--- src/rtl/disp_arbiter_if.sv ---
// Display-source bus between the requesters/alarm/floor logic and disp_arbiter.
// master drives the sources, slave is the arbiter that produces the display word.
interface disp_arbiter_if;
    logic [15:0] floor_data;
    logic [1:0]  msg_req;
    logic [15:0] msg_data0;
    logic [15:0] msg_data1;
    logic [1:0]  msg_ack;
    logic        alarm;
    logic [15:0] alarm_code;
    logic [15:0] dataBus;
    logic [1:0]  owner;

    modport master (
        output floor_data, msg_req, msg_data0, msg_data1, alarm, alarm_code,
        input  msg_ack, dataBus, owner
    );

    modport slave (
        input  floor_data, msg_req, msg_data0, msg_data1, alarm, alarm_code,
        output msg_ack, dataBus, owner
    );
endinterface

--- src/rtl/disp_arbiter.sv ---
// Chooses the word shown on the 4-digit display: floor, two held messages (round-robin), blinking alarm.
// Optional macro ARB_PREEMPT_EN: the non-owning requester may cut a running message short.
module disp_arbiter #(
    parameter int unsigned HOLD_CYC  = 760,
    parameter int unsigned BLINK_CYC = 190
) (
    input  logic          clk380hz,
    input  logic          rst,
    disp_arbiter_if.slave bus
);
    typedef enum logic [1:0] {IDLE, MSG, ALARM} state_e;

    localparam logic [15:0] HOLD_LOAD  = 16'(HOLD_CYC - 1);
    localparam logic [15:0] BLINK_LAST = 16'(BLINK_CYC - 1);

    state_e      state_q;
    logic        rr_q;
    logic        gnt_q;
    logic [15:0] msg_q;
    logic [15:0] hold_q;
    logic [15:0] blink_q;
    logic        phase_q;
    logic [15:0] data_q;
    logic [1:0]  owner_q;
    logic [1:0]  ack_q;

    logic        any_req;
    logic        gsel_d;

    // With both requesting the rr pointer decides; otherwise the lone requester wins.
    always_comb begin
        any_req = |bus.msg_req;
        gsel_d  = (bus.msg_req == 2'b11) ? rr_q : bus.msg_req[1];
    end

    // Outputs are loaded from the current state, so they trail each decision by one cycle.
    always_ff @(posedge clk380hz) begin
        if (rst) begin
            state_q <= IDLE;
            rr_q    <= 1'b0;
            gnt_q   <= 1'b0;
            msg_q   <= '0;
            hold_q  <= '0;
            blink_q <= '0;
            phase_q <= 1'b0;
            data_q  <= '0;
            owner_q <= 2'd0;
            ack_q   <= 2'b00;
        end else begin
            ack_q <= 2'b00;
            case (state_q)
                IDLE: begin
                    data_q  <= bus.floor_data;
                    owner_q <= 2'd0;
                    blink_q <= '0;
                    phase_q <= 1'b0;
                    if (bus.alarm) begin
                        state_q <= ALARM;
                    end else if (any_req) begin
                        ack_q   <= gsel_d ? 2'b10 : 2'b01;
                        msg_q   <= gsel_d ? bus.msg_data1 : bus.msg_data0;
                        gnt_q   <= gsel_d;
                        rr_q    <= ~gsel_d;
                        hold_q  <= HOLD_LOAD;
                        state_q <= MSG;
                    end
                end

                MSG: begin
                    data_q  <= msg_q;
                    owner_q <= {1'b0, gnt_q} + 2'd1;
                    if (bus.alarm) begin
                        state_q <= ALARM;
                        hold_q  <= '0;
                        blink_q <= '0;
                        phase_q <= 1'b0;
                    end
`ifdef ARB_PREEMPT_EN
                    else if (bus.msg_req[~gnt_q]) begin
                        ack_q  <= gnt_q ? 2'b01 : 2'b10;
                        msg_q  <= gnt_q ? bus.msg_data0 : bus.msg_data1;
                        gnt_q  <= ~gnt_q;
                        rr_q   <= gnt_q;
                        hold_q <= HOLD_LOAD;
                    end
`endif
                    else if (hold_q == 16'd0) begin
                        state_q <= IDLE;
                    end else begin
                        hold_q <= hold_q - 16'd1;
                    end
                end

                ALARM: begin
                    owner_q <= 2'd3;
                    data_q  <= phase_q ? 16'hFFFF : bus.alarm_code;
                    if (!bus.alarm) begin
                        state_q <= IDLE;
                        blink_q <= '0;
                        phase_q <= 1'b0;
                    end else if (blink_q >= BLINK_LAST) begin
                        blink_q <= '0;
                        phase_q <= ~phase_q;
                    end else begin
                        blink_q <= blink_q + 16'd1;
                    end
                end

                default: begin
                    state_q <= IDLE;
                end
            endcase
        end
    end

    assign bus.dataBus = data_q;
    assign bus.owner   = owner_q;
    assign bus.msg_ack = ack_q;
endmodule
--- src/flat_wrapper.sv ---
// flat-port wrapper written by rule: the top's interface ports become plain ports
module disp_arbiter_flat 
#(
    parameter int unsigned HOLD_CYC  = 760,
    parameter int unsigned BLINK_CYC = 190
)
  (clk380hz, rst, bus_floor_data, bus_msg_req, bus_msg_data0, bus_msg_data1, bus_alarm, bus_alarm_code, bus_msg_ack, bus_dataBus, bus_owner);
  disp_arbiter_if bus_i ();
  input  logic clk380hz;
  input  logic rst;
  input wire logic [$bits(bus_i.floor_data)-1:0] bus_floor_data;
  input wire logic [$bits(bus_i.msg_req)-1:0] bus_msg_req;
  input wire logic [$bits(bus_i.msg_data0)-1:0] bus_msg_data0;
  input wire logic [$bits(bus_i.msg_data1)-1:0] bus_msg_data1;
  input wire logic [$bits(bus_i.alarm)-1:0] bus_alarm;
  input wire logic [$bits(bus_i.alarm_code)-1:0] bus_alarm_code;
  output wire logic [$bits(bus_i.msg_ack)-1:0] bus_msg_ack;
  output wire logic [$bits(bus_i.dataBus)-1:0] bus_dataBus;
  output wire logic [$bits(bus_i.owner)-1:0] bus_owner;
  assign bus_i.floor_data = bus_floor_data;
  assign bus_i.msg_req = bus_msg_req;
  assign bus_i.msg_data0 = bus_msg_data0;
  assign bus_i.msg_data1 = bus_msg_data1;
  assign bus_i.alarm = bus_alarm;
  assign bus_i.alarm_code = bus_alarm_code;
  assign bus_msg_ack = bus_i.msg_ack;
  assign bus_dataBus = bus_i.dataBus;
  assign bus_owner = bus_i.owner;
  disp_arbiter #(.HOLD_CYC(HOLD_CYC), .BLINK_CYC(BLINK_CYC)) u_core (.clk380hz(clk380hz), .rst(rst), .bus(bus_i));
endmodule
--- config.mk ---
export PLATFORM = sky130hd
export DESIGN_NAME = disp_arbiter_flat
export DESIGN_NICKNAME = d
export VERILOG_FILES = /design/src/rtl/disp_arbiter_if.sv /design/src/rtl/disp_arbiter.sv /design/src/flat_wrapper.sv
export SDC_FILE = /design/constraint.sdc
export NUM_CORES = 1
export LEC_CHECK = 0
export CORE_UTILIZATION = 35
export CTS_BUF_LIST = sky130_fd_sc_hd__clkbuf_4 sky130_fd_sc_hd__clkbuf_8
export CTS_CLUSTER_SIZE = 28
export DETAILED_ROUTE_END_ITERATION = 16
export PLACE_DENSITY = 0.71
export SETUP_SLACK_MARGIN = 0.3
export SYNTH_ARGS = -nofsm -noshare
export SYNTH_HDL_FRONTEND = slang
export SYNTH_SLANG_ARGS = --single-unit
--- constraint.sdc ---
create_clock -name clk380hz -period 3.58 [get_ports clk380hz]
set_input_delay 0.716 -clock clk380hz [delete_from_list [all_inputs] [get_ports clk380hz]]
set_output_delay 0.716 -clock clk380hz [all_outputs]
set_load 0.05 [all_outputs]
==> metrics.txt <==
# TYPE chip_impl_metric gauge
chip_impl_info{name="synth_top_cells_by_count",value="77 x nor2_1, 73 x dfxtp_1, 39 x nand2_1"} 1
chip_impl_metric{name="post_route_drc_violation_count",unit=""} 0
chip_impl_metric{name="worst_path_largest_cell_delay",unit="ns"} 0.52
chip_impl_info{name="end_kind",value="flop"} 1
chip_impl_metric{name="utilization",unit=""} 0.4880
chip_impl_metric{name="synth.net_count",unit=""} 515
chip_impl_metric{name="ys_async_sr_fraction",unit=""} 0
chip_impl_metric{name="dp.cells",unit=""} 633
chip_impl_metric{name="global_route.usage.total",unit=""} 0.1966
chip_impl_metric{name="power_per_cell_area",unit="nW/um^2"} 484.8
chip_impl_metric{name="yosys.cell_types.count",unit=""} 55
chip_impl_metric{name="filler_cell_count",unit=""} 976
chip_impl_metric{name="switching_share",unit=""} 0.3008
chip_impl_info{name="clock_tree_from_tritoncts",value="done"} 1
chip_impl_metric{name="clk_pin_slew",unit="ns"} 0.08
chip_impl_metric{name="drv.max_cap_violation_count",unit=""} 0
chip_impl_info{name="dr.max_layer_used",value="met4"} 1
chip_impl_metric{name="leakagePower",unit="nW"} 1.691
chip_impl_metric{name="min_period_over_period",unit=""} 0.7093
chip_impl_metric{name="drt.antenna.violating_nets",unit=""} 0
chip_impl_metric{name="pre_cts_slack",unit="ns"} 0.6863
chip_impl_metric{name="fraction_of_power_consumed_by_combinational_cells",unit=""} 0.261
chip_impl_info{name="grt_setup_unrepaired",value="no"} 1
chip_impl_metric{name="floorplan.die.width",unit="microns"} 103.1
chip_impl_metric{name="first_pass_grt_wire_length",unit="microns"} 15830
chip_impl_metric{name="fin_tns_setup",unit="ns"} 0
chip_impl_metric{name="share_of_the_synthesized_area_in_the_top_cell_type",unit=""} 0.4087
chip_impl_metric{name="grt_start_max_net_pins",unit=""} 45
chip_impl_metric{name="met2_length",unit="microns"} 4710
chip_impl_metric{name="total_met3_wirelength_after_detailed_routing",unit="microns"} 656
chip_impl_metric{name="synth-edff-count",unit=""} 0
chip_impl_metric{name="cp.arrival",unit="ns"} 2.78
chip_impl_metric{name="clkLatencyLatePin",unit="ns"} 0.34
chip_impl_metric{name="synth.ff_latch_count",unit=""} 73
chip_impl_metric{name="synth-warning-count",unit=""} 0
chip_impl_metric{name="critical_path_peak_fanout",unit=""} 15
chip_impl_info{name="cts_root_buf",value="clkbuf_8"} 1
chip_impl_metric{name="switchingPower",unit="mW"} 0.6989
chip_impl_metric{name="maximum_clock_rate",unit="MHz"} 393.8
chip_impl_info{name="postSynth.topFlopCell",value="dfxtp_1"} 1
chip_impl_metric{name="multi_input_area",unit="sq um"} 1942
chip_impl_metric{name="crit_required",unit="ns"} 3.82
chip_impl_metric{name="seqCellArea",unit="sq um"} 1461
chip_impl_metric{name="cts_hold_repair.buffers",unit=""} 0
chip_impl_metric{name="timing.final.setup_violations",unit=""} 0
chip_impl_metric{name="synth_to_final_area_change",unit="%"} 34.01
chip_impl_metric{name="design.core.area",unit="sq um"} 9819
chip_impl_metric{name="floorplan.initialDensity",unit=""} 0.3642
chip_impl_metric{name="routed_wirelength",unit="microns"} 9938
chip_impl_metric{name="synth_sequential_area_ratio",unit=""} 0.4087
chip_impl_info{name="worstSetupPathType",value="in2reg"} 1
chip_impl_metric{name="clock_tree.htree_level_count",unit=""} 3
chip_impl_metric{name="met1_length",unit="microns"} 4402
chip_impl_metric{name="syn-cell-area",unit="sq um"} 3576
chip_impl_metric{name="vias_per_cell",unit=""} 5.414
chip_impl_metric{name="antenna_found_initial",unit=""} 0
chip_impl_metric{name="post_drt_wl_per_cell",unit="microns"} 15.31
chip_impl_metric{name="dpl.hpwl",unit="microns"} 7148
chip_impl_metric{name="synthCells",unit=""} 438
chip_impl_metric{name="maxSlewViolCount",unit=""} 0
chip_impl_metric{name="num_io_pins",unit=""} 89
chip_impl_metric{name="first_iter_violations",unit=""} 286
chip_impl_metric{name="finalWeightedCongestion",unit=""} 0.8885
chip_impl_metric{name="final_nets",unit=""} 588
chip_impl_metric{name="io_buffers",unit=""} 88
chip_impl_metric{name="rows",unit=""} 36
chip_impl_metric{name="grt-ovfl-total",unit=""} 0
chip_impl_metric{name="clock_skew",unit="ns"} 0.007405
chip_impl_metric{name="crit_buf_inv",unit=""} 1
chip_impl_metric{name="p_int",unit="mW"} 1.624
chip_impl_metric{name="timing_hold_violations_final",unit=""} 0
chip_impl_metric{name="fin_crit",unit="ns"} 2.539
chip_impl_metric{name="seqPwrFrac",unit=""} 0.399
chip_impl_metric{name="timing.slew.headroom",unit=""} 0.3118
chip_impl_metric{name="drt_first_pass_iters",unit=""} 8
chip_impl_metric{name="tritoncts_num_sinks",unit=""} 73
chip_impl_metric{name="tritoncts.num_buffers",unit=""} 9
chip_impl_metric{name="route.vias.total",unit=""} 3514
chip_impl_metric{name="die_h",unit="microns"} 103.1
chip_impl_metric{name="fin_cells",unit=""} 649
chip_impl_info{name="crit_chain",value="clkdlybuf4s50_1 > o21bai_1 > mux2_2 > a21oi_2 > o21ai_0 > a32o_1"} 1
chip_impl_metric{name="cts_resized",unit=""} 0
chip_impl_metric{name="vdd_drop_max",unit="uV"} 246.1
chip_impl_info{name="cpLargestDelayFamily",value="compound AO/OA/AOI/OAI gates"} 1
chip_impl_info{name="top_count_cell_post_synth",value="nor2_1"} 1
chip_impl_info{name="netlist.top_cell.by_area",value="dfxtp_1"} 1
chip_impl_info{name="cpMaxStageDelayCell",value="a21oi_2"} 1
chip_impl_info{name="status",value="finished clean"} 1
chip_impl_metric{name="r2r_slack",unit="ns"} 1.09
chip_impl_metric{name="clock_power_share",unit=""} 0.339
chip_impl_info{name="netlist_top_cells_area",value="dfxtp_1 41%, nor2_1 8.1%, a21oi_1 4.3%"} 1
chip_impl_metric{name="die_footprint",unit="sq um"} 10630
chip_impl_metric{name="max-clock-path-buffers",unit=""} 2
chip_impl_metric{name="worst_slew_pin_slew",unit="ns"} 1.032
chip_impl_metric{name="drive_above_1_share",unit=""} 0.07558
chip_impl_metric{name="post_cts_buffers",unit=""} 0
chip_impl_metric{name="grt_pass1_vias",unit=""} 3212
chip_impl_metric{name="n_antenna_cell",unit=""} 0
chip_impl_metric{name="postLayoutSetupSlackWorst",unit="ns"} 1.041
chip_impl_metric{name="postSynthAreaPerCell",unit="sq um"} 8.164
chip_impl_info{name="worstSetupStartpointType",value="input port"} 1
chip_impl_info{name="min_path_type",value="reg2reg"} 1
==> power by group through the flow <==
| stage | combinational (mW) | clock (mW) | sequential, mW |
|---|---|---|---|
| floorplan | 0.322 | 0 | 1.02 |
| global placement | 0.595 | 0 | 0.943 |
| detailed placement | 0.603 | 0 | 0.945 |
| CTS | 0.605 | 0.805 | 0.926 |
| global route | 0.661 | 0.844 | 0.935 |
| finish | 0.607 | 0.788 | 0.927 |
==> worst register-to-register path, cell delays in order (launching register included) <==
cell and delay, ns:
dfxtp_1 0.34, inv_1 0.08, ha_1 0.14, buf_4 0.30
inv_1 0.16, mux2_2 0.35, a21oi_2 0.52, o21ai_0 0.19
a32o_1 0.30
==> metal layers <==
layer	global-route usage	vias to the layer above
met2	0.3205	126
met1	0.2524	1639
met3	0.05085	16
met4	0.06609	0
met5	0	-
li1	-	1733
==> cells in the final DEF (no fill, tap or decap), drive strengths merged, types with 3 or more instances in the layout <==
| cell | instances |
|---|---|
| xnor2 | 6 |
| inv | 11 |
| nor3 | 9 |
| dfxtp | 73 |
| nor3b | 3 |
| a222oi | 13 |
| buf | 7 |
| a21oi | 32 |
| nand2b | 5 |
| ha | 8 |
| nand2 | 39 |
| a22oi | 4 |
| or2 | 4 |
| clkbuf | 11 |
| nor4 | 7 |
| nor2 | 77 |
| clkdlybuf4s50 | 88 |
| o21ai | 32 |
| a2111oi | 3 |
| nor2b | 9 |
| o211ai | 3 |
| or3 | 3 |
| a311oi | 17 |
| xor2 | 4 |
| bufinv | 3 |
| or4 | 4 |
| a32o | 3 |
| nand3 | 8 |
==> logic make-up (layout without fill, tap and decap cells) <==
logic type,Yosys count,count (layout),synth area share
buffers and inverters,44,122,0.04829
XOR/XNOR,10,10,0.02449
AO/OA/AOI/OAI,124,124,0.2460
multiplexers,2,2,0.005948
adder cells (fa/ha/maj),8,8,0.02799
flip-flops,73,73,0.4087
AND/OR/NAND/NOR,177,177,0.2386
==> sequential cells by signal, indices dropped and copies added (netlist names) <==
name / count
u_core.bus.msg_ack: 2
u_core.bus.dataBus: 16
u_core.rr_q: 1
u_core.phase_q: 1
u_core.bus.owner: 2
u_core.msg_q: 16
u_core.blink_q: 16
u_core.state_q: 2
u_core.gnt_q: 1
u_core.hold_q: 16
==> metrics by stage <==
stage	hold slack (ns)	cell area (sq um)	power [mW]
3_5_place_dp	0.4566	4544	1.548
6_report	0.4705	4792	2.323
2_1_floorplan	0.4353	3576	1.347
4_1_cts	0.4679	4792	2.337
5_1_grt	0.5045	4792	2.439
3_3_place_gp	0.4503	4544	1.537
==> cell type report <==
cell class | count | share of cell area
Timing Repair Buffer | 95 | 0.1948
Clock inverter | 5 | 0.02141
Clock buffer | 11 | 0.03029
Multi-Input combinational cell | 321 | 0.4052
Inverter | 11 | 0.008616
Sequential cell | 73 | 0.3050
Tap cell | 133 | 0.03473
==> worst paths after layout <==
kind                                                 startpoint                              end  cells after the start
worst max-delay path                                  bus_alarm    u_core.hold_q[6]$_SDFFE_PP0P_                      6
worst min-delay path            u_core.blink_q[12]$_SDFFE_PP0P_  u_core.blink_q[12]$_SDFFE_PP0P_                      2
worst max register to register   u_core.state_q[1]$_SDFFE_PP0P_    u_core.hold_q[6]$_SDFFE_PP0P_                      8
worst min register to register  u_core.blink_q[12]$_SDFFE_PP0P_  u_core.blink_q[12]$_SDFFE_PP0P_                      2
Power figures use the tool's default switching activity.
